<file path="config.mk">
export PLATFORM = sky130hd
export DESIGN_NAME = sort_stream_packer
export DESIGN_NICKNAME = d
export VERILOG_FILES = /design/src/rtl/sort_stream_packer_pkg.sv /design/src/rtl/sort_slot_regfile.sv /design/src/rtl/sort_stream_packer.sv
export SDC_FILE = /design/constraint.sdc
export NUM_CORES = 1
export LEC_CHECK = 0
export CORE_ASPECT_RATIO = 1.4
export CORE_MARGIN = 10
export CORE_UTILIZATION = 35
export DETAILED_ROUTE_END_ITERATION = 16
export SYNTH_ARGS = -nofsm -noshare
export SYNTH_HDL_FRONTEND = slang
export SYNTH_SLANG_ARGS = --single-unit
export TNS_END_PERCENT = 30
</file>
<file path="constraint.sdc">
create_clock -name clk -period 2.6 [get_ports clk]
set_input_delay 0.26 -clock clk [delete_from_list [all_inputs] [get_ports clk]]
set_output_delay 0.26 -clock clk [all_outputs]
set_load 0.03 [all_outputs]
</file>
<file path="src/rtl/sort_stream_packer_pkg.sv">
// Shared constants and FSM encoding for the sorter front-end packer.
package sort_stream_packer_pkg;
  localparam int ARRAYWIDTH          = 8;
  localparam int OUTPUT_BUF_DATASIZE = 16;
  localparam int SORT_CYCLES_DEF     = ARRAYWIDTH + 2;

  typedef enum logic [1:0] {
    FILL = 2'd0,
    RUN  = 2'd1,
    HOLD = 2'd2
  } state_e;
endpackage

</file>
<file path="src/rtl/sort_slot_regfile.sv">
// Slot storage feeding the sorter: indexed write, clear-from-index pad, full clear.
module sort_slot_regfile #(
  parameter int ARRAY_W = 8,
  parameter int DATA_W  = 16,
  parameter int CNT_W   = $clog2(ARRAY_W + 1)
) (
  input  logic                      clk,
  input  logic                      rst,
  input  logic                      clr_i,
  input  logic                      we_i,
  input  logic [CNT_W-1:0]          widx_i,
  input  logic [DATA_W-1:0]         wdata_i,
  input  logic                      pad_i,
  input  logic [CNT_W-1:0]          pad_from_i,
  output logic [ARRAY_W*DATA_W-1:0] vec_o
);
  logic [ARRAY_W-1:0][DATA_W-1:0] slot_q;

  always_ff @(posedge clk or negedge rst) begin
    if (!rst) begin
      slot_q <= '0;
    end else begin
      for (int k = 0; k < ARRAY_W; k++) begin
        if (clr_i)
          slot_q[k] <= '0;
        else if (we_i && widx_i == CNT_W'(k))
          slot_q[k] <= wdata_i;
        else if (pad_i && CNT_W'(k) >= pad_from_i)
          slot_q[k] <= '0;
      end
    end
  end

  assign vec_o = slot_q;
endmodule

</file>
<file path="src/rtl/sort_stream_packer.sv">
// Streams elements into the sorter's parallel vector, runs it, and returns the batch max.
module sort_stream_packer
  import sort_stream_packer_pkg::*;
#(
  parameter int ARRAY_W     = ARRAYWIDTH,
  parameter int DATA_W      = OUTPUT_BUF_DATASIZE,
  parameter int SORT_CYCLES = ARRAY_W + 2,
  localparam int CNT_W      = $clog2(ARRAY_W + 1),
  localparam int RUN_W      = $clog2(SORT_CYCLES + 1)
) (
  input  logic                      clk,
  input  logic                      rst,
  input  logic                      s_valid,
  output logic                      s_ready,
  input  logic [DATA_W-1:0]         s_data,
  input  logic                      s_last,
  output logic                      sort_en,
  output logic [ARRAY_W*DATA_W-1:0] sort_in,
  input  logic [DATA_W-1:0]         sort_max,
  output logic                      m_valid,
  input  logic                      m_ready,
  output logic [DATA_W-1:0]         m_max,
  output logic                      busy
);
  state_e              state_q, state_d;
  logic [CNT_W-1:0]    cnt_q, cnt_d;
  logic [RUN_W-1:0]    run_cnt_q, run_cnt_d;
  logic                sort_en_q, sort_en_d;
  logic                m_valid_q, m_valid_d;
  logic [DATA_W-1:0]   m_max_q, m_max_d;
  logic                busy_q;
  logic                beat, close, we, pad, clr;

  assign s_ready = (state_q == FILL);
  assign beat    = s_valid & s_ready;
  assign close   = beat & ((cnt_q == CNT_W'(ARRAY_W - 1)) | s_last);

  always_comb begin
    state_d   = state_q;
    cnt_d     = cnt_q;
    run_cnt_d = run_cnt_q;
    sort_en_d = sort_en_q;
    m_valid_d = m_valid_q;
    m_max_d   = m_max_q;
    we        = 1'b0;
    pad       = 1'b0;
    clr       = 1'b0;
    case (state_q)
      FILL: begin
        if (beat) begin
          we = 1'b1;
          if (close) begin
            // cnt stays on the last written slot; it is cleared on handshake
            pad       = 1'b1;
            state_d   = RUN;
            run_cnt_d = '0;
            sort_en_d = 1'b1;
          end else begin
            cnt_d = cnt_q + CNT_W'(1);
          end
        end
      end
      RUN: begin
        if (run_cnt_q == RUN_W'(SORT_CYCLES - 1)) begin
          m_max_d   = sort_max;
          m_valid_d = 1'b1;
          sort_en_d = 1'b0;
          state_d   = HOLD;
        end else begin
          run_cnt_d = run_cnt_q + RUN_W'(1);
        end
      end
      HOLD: begin
        if (m_ready) begin
          m_valid_d = 1'b0;
          clr       = 1'b1;
          cnt_d     = '0;
          state_d   = FILL;
        end
      end
      default: state_d = FILL;
    endcase
  end

  always_ff @(posedge clk or negedge rst) begin
    if (!rst) begin
      state_q   <= FILL;
      cnt_q     <= '0;
      run_cnt_q <= '0;
      sort_en_q <= 1'b0;
      m_valid_q <= 1'b0;
      m_max_q   <= '0;
      busy_q    <= 1'b0;
    end else begin
      state_q   <= state_d;
      cnt_q     <= cnt_d;
      run_cnt_q <= run_cnt_d;
      sort_en_q <= sort_en_d;
      m_valid_q <= m_valid_d;
      m_max_q   <= m_max_d;
      busy_q    <= (state_d != FILL);
    end
  end

  sort_slot_regfile #(
    .ARRAY_W(ARRAY_W),
    .DATA_W (DATA_W),
    .CNT_W  (CNT_W)
  ) u_slots (
    .clk       (clk),
    .rst       (rst),
    .clr_i     (clr),
    .we_i      (we),
    .widx_i    (cnt_q),
    .wdata_i   (s_data),
    .pad_i     (pad),
    .pad_from_i(cnt_q + CNT_W'(1)),
    .vec_o     (sort_in)
  );

  assign sort_en = sort_en_q;
  assign m_valid = m_valid_q;
  assign m_max   = m_max_q;
  assign busy    = busy_q;
endmodule
</file>
==> key figures <==
Run status
  • Status: finished, final reports clean

Critical path
  • Critical Path Fanout Max: 16
  • Top delay family on crit path: compound AO/OA/AOI/OAI gates
  • Slowest stage delay, CP: between 0.9 and 1 ns
  • CP required: between 2 and 3 ns
  • Critical Path Start Type: flop
  • Crit path buf inv count: 0
  • CP max-delay cell: o21ai_1
  • Crit end category: flop
  • Crit Path Category: reg -> reg
  • CP Cell Sequence: ha_1 -> xnor2_1 -> o21ai_1 -> o211ai_1 -> a21oi_1
  • Crit path DAT: 2.75 ns

Placement
  • Placed Area: ~8600 µm²
  • Post-Place Cells: 929
  • Port bufs: ~180
  • DP HPWL: 15,700 µm
  • RePlAce Congestion: 0.799

GRT
  • Initial antenna violation count: 0
  • First-pass GRT wire length: ~33,000 µm
  • Largest net degree at the start of global routing: between 70 and 80
  • Via count of the first global-routing pass: around 5,500
  • Total track usage: 0.175
  • GRT overflow: 0

Power and ir drop
  • PwrDens: 1140 nW/µm²
  • VDD IR max: 595 µV
  • Leak pwr: 3.98 nW

Synth
  • Top_reg_cell synth: dfrtp_1
  • Post-Syn Area: approximately 6600 µm²
  • Post-synth top cells: dfrtp_1 (157), a22o_1 (81), nand2_1 (51)
  • Synth Instances: 542
  • Syn avg cell area: 12.2 µm²
  • Post-synthesis async set-or-reset flop share: 1.00
  • #FFs+latches synth: about 160
  • Number of synthesized flops with an enable pin: 0
  • Share of the yosys chip area belonging to registers: 0.596
  • Most frequent cell after synthesis: dfrtp_1
  • Share of Yosys cell area claimed by the top area cell type: 0.596
  • Synth unique cells: 43
  • Top cells by area, synth: dfrtp_1 (60%), a22o_1 (11%), o211ai_1 (5.5%), a21oi_1 (3.7%), nand2_1 (2.9%)
  • Synth Warn #: 0
  • Syn_nets: slightly below 600
  • Area leader, netlist: dfrtp_1

CTS
  • CTS max path bufs: 2
  • CTS clock-pin slew for the worst setup and hold paths: 0.06 ns
  • CTS buffer count: 17
  • Root Buffer: clkbuf_16
  • Clk_lat worst skew: around 0.42 ns
  • # Post-CTS Setup Buffers: 0
  • H-Tree Depth: 4
  • CTS sink cnt: approximately 160
  • CTS tree: built

Cells and area
  • Final Cell Area: 9230 µm²
  • Layout cells sized above 1: 0.109
  • Diodes inserted: 0
  • Cell Count, Final, Fillers Out: 962
  • NumNets Final: 750
  • Multi-input gate area: between 2000 and 2500 µm²
  • Filler instances: approximately 1,700
  • Register Area: 3930 µm²
  • Synth-to-Final Area Change: 40.1%

Die
  • Die X: 136 µm
  • Row count: 59
  • Starting Density: 0.356
  • Die Ht: 182 µm
  • # IOs: about 190
  • Core area: approximately 19,000 µm²
  • Die area: 24,800 µm²

Detailed routing
  • Avg WL per Cell: approximately 23 µm
  • Drt initial violations: roughly 350
  • # DRC: 0
  • Avg Vias per Cell: roughly 5.4
  • Post-route ant nets: 0
  • Final wirelength: 22,000 µm
  • Number of detailed-route iterations in the first pass: 5
  • Vias: a little over 5,000

Timing
  • Clock skew: 0.0123 ns
  • Hold Violations, Final: 0
  • Total negative setup slack: 0 ns
  • Max-slew violation count: 0
  • Tcrit/Tclk final: 0.929
  • Slew of the pin with the lowest slew margin: 1.16 ns
  • Final setup vio count: 0
  • Max Clock Freq: ~410 MHz
  • RSZ-0062 raised after global routing: false
  • Slew Limit Headroom: 0.221
  • Min Clock Period, post-route: 2.42 ns

Worst hold path
  • Worst hold path type: in -> async

Job
  • MaxCap Viol Count: 0
[power by group]
| part | switching, W | internal [W] | leakage [nW] |
|---|---|---|---|
| clock | 0.000972 | 0.00173 | 0.309 |
| sequential | 0.000494 | 0.00311 | 2.10 |
| combinational | 0.00245 | 0.00179 | 1.57 |
[cells by family (layout without fill, tap and decap cells)]
| logic type | count (synthesis) | in the layout | share of synthesized area |
|---|---|---|---|
| and+or+nand+nor | 90 | 90 | 0.0651 |
| adders and majority gates | 8 | 8 | 0.0152 |
| xor gates and xnor gates | 4 | 4 | 0.00532 |
| buffers and inverters | 64 | 240 | 0.0515 |
| DFF | 157 | 157 | 0.596 |
| muxes | 18 | 18 | 0.0304 |
| AOI/OAI and AO/OA | 201 | 201 | 0.236 |
[what timing repair did]
action                                 in CTS  in global routing
setup endpoints to repair                   0                  1
endpoints found under the hold margin      69                  0
resized for setup                           0                  1
hold buffers                                1                  0
[cell type report]
cell class / instances / share of cell area
timing repair buffer: 202 / 0.217
inverter: 6 / 0.00244
sequential: 157 / 0.425
tap: 244 / 0.0331
clock inverter: 10 / 0.0201
multi-input combinational: 321 / 0.253
clock buffer: 22 / 0.0492
[sequential cells by signal, summed over array words and instances, names as in the netlist]
signal,count
run_cnt_q,4
m_max,16
m_valid,1
cnt_q,4
sort_en,1
busy,1
u_slots.vec_o,128
state_q,2
[routing by layer]
layer  vias to the layer above  part of all wire  global-route usage
met4                         0             0.014              0.0474
met2                       208              0.51               0.295
li1                       2308                 -                   -
met5                         -                 0                   0
met1                      2631              0.40               0.209
met3                        22             0.080              0.0569
[per-stage QoR]
step	setup WS [ns]	hold WS, ns	utilization	power (W)
6_report	0.184	0.427	0.498	0.0105
4_1_cts	0.213	0.430	0.498	0.0106
3_3_place_gp	0.382	0.317	0.463	0.00779
5_1_grt	0.0120	0.451	0.498	0.0110
3_5_place_dp	0.226	0.326	0.463	0.00789
2_1_floorplan	0.682	-0.0356	-	0.00606
[layout by cell type (no fill, tap or decap), drive strengths merged, types with 3 or more instances in the layout]
cell type	instances
o21ai	10
buf	18
clkdlybuf4s50	183
clkbuf	22
ha	8
nor3b	3
clkinv	3
a21oi	50
nand3	6
a311oi	3
a22o	81
bufinv	5
nor2	9
inv	7
mux2	16
nor2b	3
dfrtp	157
and3	8
o211ai	48
nand2	51
[final timing paths]
check | depth (start not counted) | from | endpoint | slack, ns
hold reg to reg | 1 | u_slots.vec_o[16]$_DFFE_PN0P_ | u_slots.vec_o[16]$_DFFE_PN0P_ | 0.50
max in group asynchronous | 3 | rst | u_slots.vec_o[37]$_DFFE_PN0P_ | 1.39
setup reg to reg | 5 | cnt_q[0]$_DFFE_PN0P_ | u_slots.vec_o[69]$_DFFE_PN0P_ | 0.18
hold / removal | 2 | rst | busy$_DFF_PN0_ | 0.43
min in group clk | 2 | sort_max[8] | m_max[8]$_DFFE_PN0P_ | 0.45
setup / recovery | 5 | cnt_q[0]$_DFFE_PN0P_ | u_slots.vec_o[69]$_DFFE_PN0P_ | 0.18
Power figures use the tool's default switching activity.
